### config.mk
export PLATFORM = sky130hd
export DESIGN_NAME = operand_store
export DESIGN_NICKNAME = d
export VERILOG_FILES = /design/src/rtl/calc_pkg.sv /design/src/rtl/key_edge_det.sv /design/src/rtl/operand_store.sv
export SDC_FILE = /design/constraint.sdc
export NUM_CORES = 1
export LEC_CHECK = 0
export BUFFER_PORTS_ARGS = -buffer_cell sky130_fd_sc_hd__buf_2
export CORE_ASPECT_RATIO = 1.1
export CORE_MARGIN = 4
export CORE_UTILIZATION = 30
export DETAILED_ROUTE_END_ITERATION = 7
export SETUP_SLACK_MARGIN = 0.4
export SLEW_MARGIN = 20
export SYNTH_ARGS = -nofsm -noshare
export SYNTH_HDL_FRONTEND = slang
export SYNTH_HIERARCHICAL = 1
export SYNTH_SLANG_ARGS = --single-unit
### constraint.sdc
create_clock -name clk -period 1.5 [get_ports clk]
set_clock_uncertainty 0.2 [all_clocks]
set_input_delay 0.3 -clock clk [delete_from_list [all_inputs] [get_ports clk]]
set_output_delay 0.3 -clock clk [all_outputs]
set_load 0.1 [all_outputs]
### src/rtl/calc_pkg.sv
// ----------------------------------------------------------------------------
// calc_pkg
//   Shared definitions for the calculator keypad consumers: key-code
//   constants, the operand-entry state type and the BCD digit shift helper.
// ----------------------------------------------------------------------------
package calc_pkg;

    localparam logic [3:0] KEY_DIGIT_MAX  = 4'h9;
    localparam logic [3:0] KEY_ENTER_CODE = 4'hA;
    localparam logic [3:0] KEY_CLEAR_CODE = 4'hC;

    // Widest operand the shift helper supports (16 BCD digits).
    localparam int unsigned MAX_OP_W = 64;

    typedef enum logic {
        ENTRY = 1'b0,
        FULL  = 1'b1
    } state_e;

    // Shift a new BCD digit into the least significant nibble. Callers cast
    // the result down to their own operand width, which discards the digit
    // shifted out of the top.
    function automatic logic [MAX_OP_W-1:0] bcd_shift_in(
        input logic [MAX_OP_W-1:0] op,
        input logic [3:0]          digit
    );
        return {op[MAX_OP_W-5:0], digit};
    endfunction

endpackage

### src/rtl/key_edge_det.sv
// ----------------------------------------------------------------------------
// key_edge_det
//   Registers a key-pressed level and produces a single-cycle pulse on its
//   rising edge, so a long key hold yields exactly one event.
//   clk_i  : system clock
//   rst_ni : asynchronous active-low reset
//   stb_i  : key-pressed level, synchronous to clk_i
//   evt_o  : one-cycle pulse, high in the first cycle stb_i is seen high
// ----------------------------------------------------------------------------
module key_edge_det (
    input  logic clk_i,
    input  logic rst_ni,
    input  logic stb_i,
    output logic evt_o
);

    logic stb_q;

    always_ff @(posedge clk_i or negedge rst_ni) begin
        if (!rst_ni) begin
            stb_q <= 1'b0;
        end else begin
            stb_q <= stb_i;
        end
    end

    assign evt_o = stb_i & ~stb_q;

endmodule

### src/rtl/operand_store.sv
// ----------------------------------------------------------------------------
// operand_store
//   Collects NUM_OPS multi-digit BCD operands from keypad events and holds
//   them packed for the arithmetic unit until acknowledged.
//   clk       : system clock
//   rst_n     : asynchronous active-low reset
//   key_code  : keypad code, valid while key_stb is high
//   key_stb   : key-pressed level (may be held for many cycles)
//   ops_ack   : consumer accepts the operands (single-cycle pulse)
//   operands  : packed BCD operands, operand 0 in the LSBs
//   op_idx    : index of the operand under entry
//   digit_cnt : digits entered in the current operand
//   ops_valid : all operands entered and held
//   ovf       : sticky, a digit was dropped because the operand was full
// ----------------------------------------------------------------------------
module operand_store
    import calc_pkg::*;
#(
    parameter int unsigned DIGITS    = 2,
    parameter int unsigned NUM_OPS   = 2,
    parameter logic [3:0]  KEY_ENTER = KEY_ENTER_CODE,
    parameter logic [3:0]  KEY_CLEAR = KEY_CLEAR_CODE,
    localparam int unsigned OP_W     = 4 * DIGITS,
    localparam int unsigned IDX_W    = $clog2(NUM_OPS),
    localparam int unsigned CNT_W    = $clog2(DIGITS + 1)
) (
    input  logic                    clk,
    input  logic                    rst_n,
    input  logic [3:0]              key_code,
    input  logic                    key_stb,
    input  logic                    ops_ack,
    output logic [NUM_OPS*OP_W-1:0] operands,
    output logic [IDX_W-1:0]        op_idx,
    output logic [CNT_W-1:0]        digit_cnt,
    output logic                    ops_valid,
    output logic                    ovf
);

    localparam logic [IDX_W-1:0] IDX_LAST = IDX_W'(NUM_OPS - 1);
    localparam logic [CNT_W-1:0] CNT_FULL = CNT_W'(DIGITS);

    logic key_evt;

    key_edge_det u_key_edge (
        .clk_i  (clk),
        .rst_ni (rst_n),
        .stb_i  (key_stb),
        .evt_o  (key_evt)
    );

    state_e                       state_q;
    logic [NUM_OPS-1:0][OP_W-1:0] ops_q;
    logic [IDX_W-1:0]             op_idx_q;
    logic [CNT_W-1:0]             cnt_q;
    logic                         valid_q;
    logic                         ovf_q;

    logic [OP_W-1:0] shifted_d;
    logic            is_digit;
    logic            is_enter;
    logic            is_clear;
    logic            restart;

    assign is_digit  = (key_code <= KEY_DIGIT_MAX);
    assign is_enter  = (key_code == KEY_ENTER);
    assign is_clear  = (key_code == KEY_CLEAR);
    assign shifted_d = OP_W'(bcd_shift_in(MAX_OP_W'(ops_q[op_idx_q]), key_code));

    // Clear and acknowledge both return to the reset image; any key that
    // coincides with an accepted ack is dropped rather than starting the
    // next transaction.
    assign restart = (key_evt && is_clear) || ((state_q == FULL) && ops_ack);

    always_ff @(posedge clk or negedge rst_n) begin
        if (!rst_n) begin
            state_q  <= ENTRY;
            ops_q    <= '0;
            op_idx_q <= '0;
            cnt_q    <= '0;
            valid_q  <= 1'b0;
            ovf_q    <= 1'b0;
        end else if (restart) begin
            state_q  <= ENTRY;
            ops_q    <= '0;
            op_idx_q <= '0;
            cnt_q    <= '0;
            valid_q  <= 1'b0;
            ovf_q    <= 1'b0;
        end else if (key_evt && (state_q == ENTRY)) begin
            if (is_digit) begin
                if (cnt_q < CNT_FULL) begin
                    ops_q[op_idx_q] <= shifted_d;
                    cnt_q           <= cnt_q + CNT_W'(1);
                end else begin
                    ovf_q <= 1'b1;
                end
            end else if (is_enter) begin
                if (op_idx_q < IDX_LAST) begin
                    op_idx_q <= op_idx_q + IDX_W'(1);
                    cnt_q    <= '0;
                end else begin
                    valid_q <= 1'b1;
                    state_q <= FULL;
                end
            end
        end
    end

    assign operands  = ops_q;
    assign op_idx    = op_idx_q;
    assign digit_cnt = cnt_q;
    assign ops_valid = valid_q;
    assign ovf       = ovf_q;

endmodule

==> qor.csv, run 1 <==
metric;value;unit
outcome;finished with violations;
failed_checks;negative setup slack;
crit_path_end;operands[6];
clock_sinks;22;
place_congestion;0.844;
grt_use_met2;0.245;
start_kind;flop;
synth_fp_nets;101;
cp-end-kind;flop;
tns;-4.36;ns
synth_flop_cell;dfrtp_1;
grt_pass1_vias;1063;
nFillCells;266;
grt_first_pass_wirelength;5120;um
grt.total_usage;0.140;
worst_slew_pin_slew;0.309;ns
ys_async_sr_fraction;1.00;
crit_fanout;8;
rows;22;
power_density;1840;nW/um2
synth-edff-count;0;
firstDrtPassIters;4;
maxCapViolCount;0;
core;3360;um2
yosys.cell_count.top_type;dfrtp_1;
floorplan.initialDensity;0.315;
yosysWarnings;6;
syn_to_final_growth;100;%
startpoint;ops_valid;
vias;1023;
post-place-ws;-0.229;ns
synth-seq-cells;22;
finalCritPeriodShare;1.17;
multi_input_area;547;um2
grt_busiest_layer;met2;
fp.dieW;64.6;um
drive_above_1_share;0.675;
ios;29;
ys_types;32;
grt_max_degree;23;
overflow;0;
cts_buffers;3;
ctsHtreeMaxLevel;1;
drt_iter0_markers;27;
finalInstanceArea;2120;um2
fmax;569;MHz
peakVddDrop;0.00175;V
yosysTopAreaCellShare;0.520;
tritoncts;yes;
syn_area;1060;um2
antenna_found_initial;0;
hp-class;in -> reg;
avgSynthCellArea;11.4;um2
route.detailed.drc;0;
grt_use_met1;0.177;
yosys-top-cells-count;dfrtp_1, o21ai_0, o2bb2ai_1;
synthTopCellsByArea;dfrtp_1, o2bb2ai_1, o21ai_0;
clk_pin_slew;0.14;ns
clk_latency;0.31;ns
synthCells;93;
r2r-end;operands[6];
drt_wl_total;3120;um
critical_path_class;reg -> reg;
use_met3;0.0177;
seqCellArea;629;um2
viasPerCell;4.92;
io_buffers;28;
reg2reg_slack;-0.26;ns
synth_top_area_cell;dfrtp_1;
timing.slew.headroom;0.794;
final_hold_viol_count;0;
required;1.54;ns
finalCriticalPeriod;1.76;ns
reg2reg_depth;4;
crit_arrival;1.79;ns
cts_root_buf;clkbuf_4;
yosysSeqAreaShare;0.520;
leakage;0.853;nW
layout.nets;169;
post-dp-hpwl;2030;um
finalSetupViolCount;29;
die_area;4540;um2
wl_per_cell;15.0;um
die_h;70.3;um
ant_nets;0;
clockBufferDepth;2;
report.final.slew_viol_count;0;
place_area;1780;um2
rsz0062_at_grt;yes;
rr_startpoint;ops_valid;
antennaDiodeCount;0;
setup_ws;-0.258;ns
==> critical path: stages, from the launching register on <==
cell,delay (ns)
dfrtp_4,0.50
or4b_4,0.55
buf_6,0.16
nor2_8,0.13
o2bb2ai_1,0.14
==> layer usage <==
metal  wire (um)  vias up
li1            -      493
met1        1360      509
met2        1640       19
met3          93        2
met4          17        0
met5           0        -
==> layout make-up <==
class,instances,share of cell area
repair buffers,69,0.387
flip-flops and latches,22,0.297
multi-input cells,62,0.258
well taps,48,0.0283
clock inverters,1,0.0142
clock buffers,3,0.0106
inverters,3,0.00531
==> power breakdown <==
part | internal, mW | switching, mW
Clock | 0.270 | 0.187
Combinational | 0.963 | 1.47
Sequential | 0.840 | 0.164
Total | 2.07 | 1.82
==> sequential cells by signal, indices dropped and copies added, names as in the netlist <==
signal / count
digit_cnt: 2
op_idx: 1
operands: 16
ops_valid: 1
ovf: 1
u_key_edge/stb_q: 1
==> stage by stage <==
step	cells	power, mW	hold WS (ns)	utilization
final	208	3.90	0.100	0.632
after global routing	208	4.03	0.118	0.632
after CTS	202	3.82	0.0874	0.608
after detailed placement	181	3.16	0.0921	0.531
after global placement	181	3.13	0.0871	0.531
after floorplan	93	2.29	-0.196	-
==> logic make-up after synthesis <==
kind of cell           Yosys count  synth area share
buffers and inverters            9            0.0520
AND/OR/NAND/NOR                 16             0.128
AO/OA/AOI/OAI                   46             0.300
flip-flops                      22             0.520
==> how the worst min path moves through the flow <==
stage	depth (start not counted)	slack [ns]	to	start
after floorplan	0	-0.20	u_key_edge/stb_q	rst_n
after global placement	1	0.09	operands[14]	rst_n
after detailed placement	1	0.09	operands[14]	rst_n
after CTS	4	0.09	op_idx	ops_ack
after global routing	4	0.12	op_idx	ops_ack
final	4	0.10	op_idx	ops_ack
==> cells in the final DEF, fill, tap and decap left out, drive strengths merged, types with 3 or more instances in the layout <==
master and instances:
buf 66, inv 3, o21ai 18, clkbuf 4
a21oi 3, o2bb2ai 16, dfrtp 22, nor2 3
==> what timing repair did <==
item | 4_1_cts | 5_1_grt
resized for setup | 18 | 8
gates cloned | 2 | 0
buffers inserted | 13 | 6
pin swaps | 5 | 3
hold endpoints to repair | 23 | 0
hold buffers | 2 | 0
setup endpoints to repair | 42 | 64
No activity file was read; power rests on OpenSTA's default activity.
==> inputs of run 2 (changes only) <==
--- a/config.mk
+++ b/config.mk
@@ -6,10 +6,13 @@
 export NUM_CORES = 1
 export LEC_CHECK = 0
 export BUFFER_PORTS_ARGS = -buffer_cell sky130_fd_sc_hd__buf_2
+export CELL_PAD_IN_SITES_DETAIL_PLACEMENT = 1
+export CELL_PAD_IN_SITES_GLOBAL_PLACEMENT = 1
 export CORE_ASPECT_RATIO = 1.1
 export CORE_MARGIN = 4
 export CORE_UTILIZATION = 30
 export DETAILED_ROUTE_END_ITERATION = 7
+export PLACE_DENSITY_LB_ADDON = 0.1
 export SETUP_SLACK_MARGIN = 0.4
 export SLEW_MARGIN = 20
 export SYNTH_ARGS = -nofsm -noshare
==> run 2 against run 1 <==
  * The flow finishes with violations (negative hold slack, negative setup slack)
  * Combinational power barely moved
  * Critical path depth rose by 1
  * Global-route usage rose by 2.0 points
  * Via count rose by 2.3%
  * Clock power fell by 26%
  * Worst setup slack got worse by 0.011 ns
  * Design area barely moved
  * Power fell by 3.2%
  * Largest cell class unchanged
  * Highest routed layer unchanged
==> qor.csv, run 2 (synthesis gave the netlist of run 1 again) <==
metric;value;unit;change
outcome;finished with violations;;
failed_checks;negative hold slack, negative setup slack;;
grt_pass1_vias;1121;;+5.5%
finalCriticalPeriod;1.77;ns;+0.0109 ns
p_sw;1.85;mW;+1.3%
rsz0062_at_grt;yes;;
hp-class;in -> async;;
tritoncts;yes;;
post-dp-hpwl;2340;um;+15%
fmax;565;MHz;-0.61%
route.detailed.drc;0;;unchanged
pwr-share-seq;0.267;;+0.009
place_area;1770;um2;-0.84%
critical_path_class;reg -> reg;;
crit_arrival;1.80;ns;about the same
nFillCells;337;;+27%
utilization;0.632;;about the same
vias;1047;;+2.3%
tns;-4.52;ns;-0.166 ns
cts_root_buf;clkbuf_4;;
clk_pin_slew;0.13;ns;about the same
rr_startpoint;u_key_edge/stb_q;;
critPathTopFamily;simple AND/OR/NAND/NOR gates;;
grt.total_usage;0.160;;+0.0198
start_kind;flop;;
fp.dieW;64.6;um;unchanged
finalSetupViolCount;26;;-10%
maxCapViolCount;0;;unchanged
peakVddDrop;0.00137;V;-22%
drive_above_1_share;0.729;;+0.0540
finalCritPeriodShare;1.18;;+0.00724
grt_max_degree;23;;unchanged
cp_slowest_cell;or4b_4;;
io_buffers;28;;unchanged
required;1.53;ns;about the same
combPwrFrac;0.644;;+0.019
layout.nets;164;;-3.0%
syn_to_final_growth;100;%;about the same
ctsHtreeMaxLevel;1;;unchanged
swShare;0.490;;+0.0220
wl_per_cell;17.4;um;+16%
reg2reg_depth;5;;+1
antenna_found_initial;0;;unchanged
setup_ws;-0.269;ns;-0.0109 ns
cts_buffers;3;;unchanged
overflow;0;;unchanged
finalInstanceArea;2120;um2;about the same
power_density;1780;nW/um2;-3.3%
die_h;70.3;um;unchanged
post-place-ws;-0.251;ns;-0.0220 ns
p_int;1.92;mW;-7.2%
core;3360;um2;unchanged
drt_iter0_markers;22;;-19%
die_area;4540;um2;unchanged
worst_slew_pin_slew;0.505;ns;+0.196 ns
startpoint;u_key_edge/stb_q;;
grt_first_pass_wirelength;5660;um;+11%
antennaDiodeCount;0;;unchanged
ant_nets;0;;unchanged
max_stage_delay;0.49;ns;-0.06 ns
final_cell_mix;buf_12, dfrtp_4, buf_4, buf_6;;
crit_fanout;8;;unchanged
ctsHoldBuffers;1;;-1
place_congestion;0.850;;+0.76%
rows;22;;unchanged
firstDrtPassIters;4;;unchanged
clock_sinks;22;;unchanged
critPathBufInv;1;;unchanged
drt_wl_total;3540;um;+14%
floorplan.initialDensity;0.315;;unchanged
layout_commonest_cell;buf_12;;
clock_power_share;0.089;;-0.028
ios;29;;unchanged
r2r-end;operands[7];;
p_total;3.77;mW;-3.2%
timing.slew.headroom;0.664;;-0.131
clk_latency;0.31;ns;about the same
report.final.slew_viol_count;0;;unchanged
clockBufferDepth;2;;unchanged
cp-end-kind;flop;;
reg2reg_slack;-0.27;ns;about the same
leakage;0.840;nW;-1.5%
path_cells;nor2b_4 -> or4b_4 -> buf_6 -> nor2_8 -> o2bb2ai_1;;
largest_reg_flops;16;;unchanged
viasPerCell;5.16;;+4.9%
whs;-0.266;ns;-0.366 ns
final_hold_viol_count;22;;+22
run 2: routing by layer:
metal / up-vias / GRT usage / routed length (um) / part of all wire
li1: 482 / - / - / -
met1: 535 / 0.193 / 1460 / 0.41
met2: 24 / 0.284 / 1900 / 0.54
met3: 6 / 0.0241 / 106 / 0.030
met4: 0 / 0.0540 / 72 / 0.020
met5: - / 0 / 0 / 0
run 2: final cells by class:
type                    instances  area (um2)  area share
clock buffers                   4        36.3      0.0171
flip-flops and latches         22         629       0.297
multi-input cells              62         597       0.281
inverters                       3        13.8     0.00649
repair buffers                 64         786       0.370
well taps                      48        60.1      0.0283
run 2: worst reg2reg max path, delay by kind of cell (launching register included):
kind                   cells  cell delay (ns)
AOI/OAI and AO/OA          1             0.13
DFF                        1             0.42
buffers and inverters      1             0.16
and+or+nand+nor            3             0.78
run 2: power groups by stage:
stage                     Clock, mW  Combinational (mW)  Sequential (mW)
after detailed placement          0                2.13             1.05
after floorplan                   0               0.220             2.07
after global routing          0.361                2.51             1.03
after CTS                     0.341                2.38             1.01
after global placement            0                2.10             1.03
final                         0.336                2.43             1.01
run 2: worst max path at each step:
stage,endpoint,slack (ns),depth (start not counted)
after CTS,operands[7],-0.25,4
after detailed placement,operands[1],-0.25,6
final,operands[7],-0.27,5
after floorplan,operands[0],-0.35,4
after global placement,digit_cnt[1],-0.21,4
after global routing,operands[6],-0.32,5
run 2: metrics by stage:
stage / std cells / hold slack (ns)
after floorplan: 93 / -0.196
after global placement: 179 / 0.0918
after detailed placement: 179 / 0.0949
after CTS: 199 / -0.251
after global routing: 203 / -0.238
final: 203 / -0.266
run 2: timing repair:
action	CTS	global route
buffers inserted	14	3
cloned	1	1
hold endpoints to repair	23	22
resized for setup	24	11
pin swaps	10	5
endpoints found under the setup margin	42	42
==> inputs of run 3 (changes only) <==
==> constraint.sdc (replaced) <==
create_clock -name clk -period 1.5 [get_ports clk]
set_clock_uncertainty 0.2 [all_clocks]
set_input_delay 0.15 -clock clk [delete_from_list [all_inputs] [get_ports clk]]
set_output_delay 0.15 -clock clk [all_outputs]
set_load 0.1 [all_outputs]
==> run 3 against run 2 <==
  * The flow still finishes with violations (negative hold slack, negative setup slack)
  * Critical path type unchanged
  * Critical path depth grew 2
  * First-iteration DRC count increased by 4.5%
  * Count of clock-buffer cells in the layout stayed put
  * Sequential share of layout area down 1.4 points
  * Largest power group unchanged
  * Power down 3.9%
  * Via count up 2.1%
  * Fmax decreased by 5.3%
  * Design area is 2.5% lower
  * Worst setup slack lost 0.099 ns
  * Register-to-register slack got worse by 0.099 ns
  * Global-route usage shrank 0.12 points
  * Non-clock buffer count rose by 1
==> qor.csv, run 3 (synthesis gave the netlist of run 1 again) <==
metric;value;unit;change
wl_per_cell;19.6;um;+13%
antennaDiodeCount;0;;unchanged
largest_reg_flops;16;;unchanged
fp.dieW;64.6;um;unchanged
viasPerCell;5.24;;+1.6%
worst_slew_pin_slew;0.507;ns;+0.00278 ns
place_congestion;0.785;;-7.7%
rows;22;;unchanged
max_stage_delay;0.42;ns;-0.07 ns
nFillCells;348;;+3.3%
outcome;finished with violations;;
crit_arrival;1.86;ns;+0.06 ns
critPathBufInv;3;;+2
finalCriticalPeriod;1.87;ns;+0.0986 ns
die_h;70.3;um;unchanged
leakage;0.833;nW;-0.84%
grt.total_usage;0.159;;-0.00123
power_density;1750;nW/um2;-1.4%
cts_root_buf;clkbuf_4;;
critical_path_class;reg -> reg;;
finalSetupViolCount;23;;-12%
path_cells;nor2b_4 -> buf_6 -> buf_4 -> nand4bb_4 -> buf_2 -> o21ai_0 -> o2bb2ai_2;;
vias;1069;;+2.1%
report.final.slew_viol_count;0;;unchanged
layout.nets;165;;+0.61%
maxCapViolCount;0;;unchanged
firstDrtPassIters;4;;unchanged
setup_ws;-0.368;ns;-0.0986 ns
clk_pin_slew;0.13;ns;about the same
drt_iter0_markers;23;;+4.5%
utilization;0.616;;-0.0156
clk_latency;0.30;ns;about the same
failed_checks;negative hold slack, negative setup slack;;
floorplan.initialDensity;0.315;;unchanged
syn_to_final_growth;95.5;%;
overflow;0;;unchanged
finalCritPeriodShare;1.25;;+0.0657
whs;-0.0607;ns;+0.205 ns
ant_nets;0;;unchanged
drt_wl_total;4010;um;+13%
post-dp-hpwl;2000;um;-15%
ios;29;;unchanged
required;1.49;ns;-0.04 ns
post-place-ws;-0.237;ns;+0.0141 ns
drive_above_1_share;0.660;;-0.0688
fmax;535;MHz;-5.3%
cts_buffers;3;;unchanged
core;3360;um2;unchanged
final_hold_viol_count;1;;-95%
peakVddDrop;0.000955;V;-30%
clock_sinks;22;;unchanged
crit_fanout;4;;-4
seqCellArea;584;um2;-7.2%
final_cells;204;;+0.49%
ctsHtreeMaxLevel;1;;unchanged
hp-class;in -> reg;;
layout_commonest_cell;buf_12;;
io_buffers;28;;unchanged
grt_max_degree;23;;unchanged
antenna_found_initial;0;;unchanged
place_inst;175;;-2.2%
critPathTopFamily;compound AO/OA/AOI/OAI gates;;
grt_pass1_vias;1129;;+0.71%
route.detailed.drc;0;;unchanged
start_kind;flop;;
multi_input_area;572;um2;-4.2%
clockBufferDepth;2;;unchanged
rsz0062_at_grt;yes;;
timing.slew.headroom;0.662;;-0.00185
die_area;4540;um2;unchanged
tritoncts;yes;;
ctsHoldBuffers;6;;+5
cp-end-kind;flop;;
cp_slowest_cell;dfrtp_1;;
final_cell_mix;buf_12, dfrtp_2, buf_4;;
grt_first_pass_wirelength;5680;um;+0.35%
[run 3: cell types whose count changed in the layout (fill, tap and decap cells not counted), sizes merged]
cell,before,now
dlygate4sd3,1,6
buf,63,58
clkbuf,4,5
[run 3: layout make-up]
class,count,share of cell area
timing repair buffer,65,0.394
inverter,3,0.00544
tap,48,0.0290
multi-input combinational,62,0.276
sequential,22,0.282
clock buffer,4,0.0127
[run 3: worst register-to-register path, cell delays in order, from the launching register on]
cell	delay [ns]
dfrtp_1	0.42
nor2b_4	0.14
buf_6	0.11
buf_4	0.10
nand4bb_4	0.12
buf_2	0.16
o21ai_0	0.36
o2bb2ai_2	0.14
[run 3: path summary, 6_finish.rpt]
path | from | end | slack (ns) | depth (start not counted)
max reg2reg | u_key_edge/stb_q | operands[9] | -0.37 | 7
min in group asynchronous | rst_n | operands[13] | 0.16 | 2
max | u_key_edge/stb_q | operands[9] | -0.37 | 7
min reg2reg | ovf | ovf | 0.39 | 2
min | ops_ack | op_idx | -0.06 | 4
max in group asynchronous | rst_n | digit_cnt[1] | 0.55 | 2
[run 3: stage by stage]
step | cell area (um2) | power, mW | TNS (ns)
after detailed placement | 1410 | 2.56 | -3.24
after global placement | 1410 | 2.53 | -2.71
final | 2070 | 3.62 | -4.77
after global routing | 2070 | 3.75 | -6.71
after floorplan | 1110 | 2.22 | -3.65
after CTS | 1910 | 3.53 | -3.77
[run 3: where the power goes]
part | switching (mW) | total [mW] | internal, mW | leakage, nW
Clock | 0.186 | 0.290 | 0.104 | 0.0150
Combinational | 1.50 | 2.38 | 0.887 | 0.563
Sequential | 0.173 | 0.952 | 0.778 | 0.256
[run 3: metal layers]
layer  wire length (um)  global-route usage
met1               1660               0.198
met2               2200               0.280
met5                  0                   0
met4                 34              0.0423
met3                109              0.0257
[run 3: what timing repair did]
action | CTS | global route
endpoints found under the setup margin | 42 | 42
setup buffers | 10 | 6
resized for setup | 87 | 10
gates cloned | 1 | 2
hold endpoints to repair | 32 | 1
pin swaps | 4 | 4
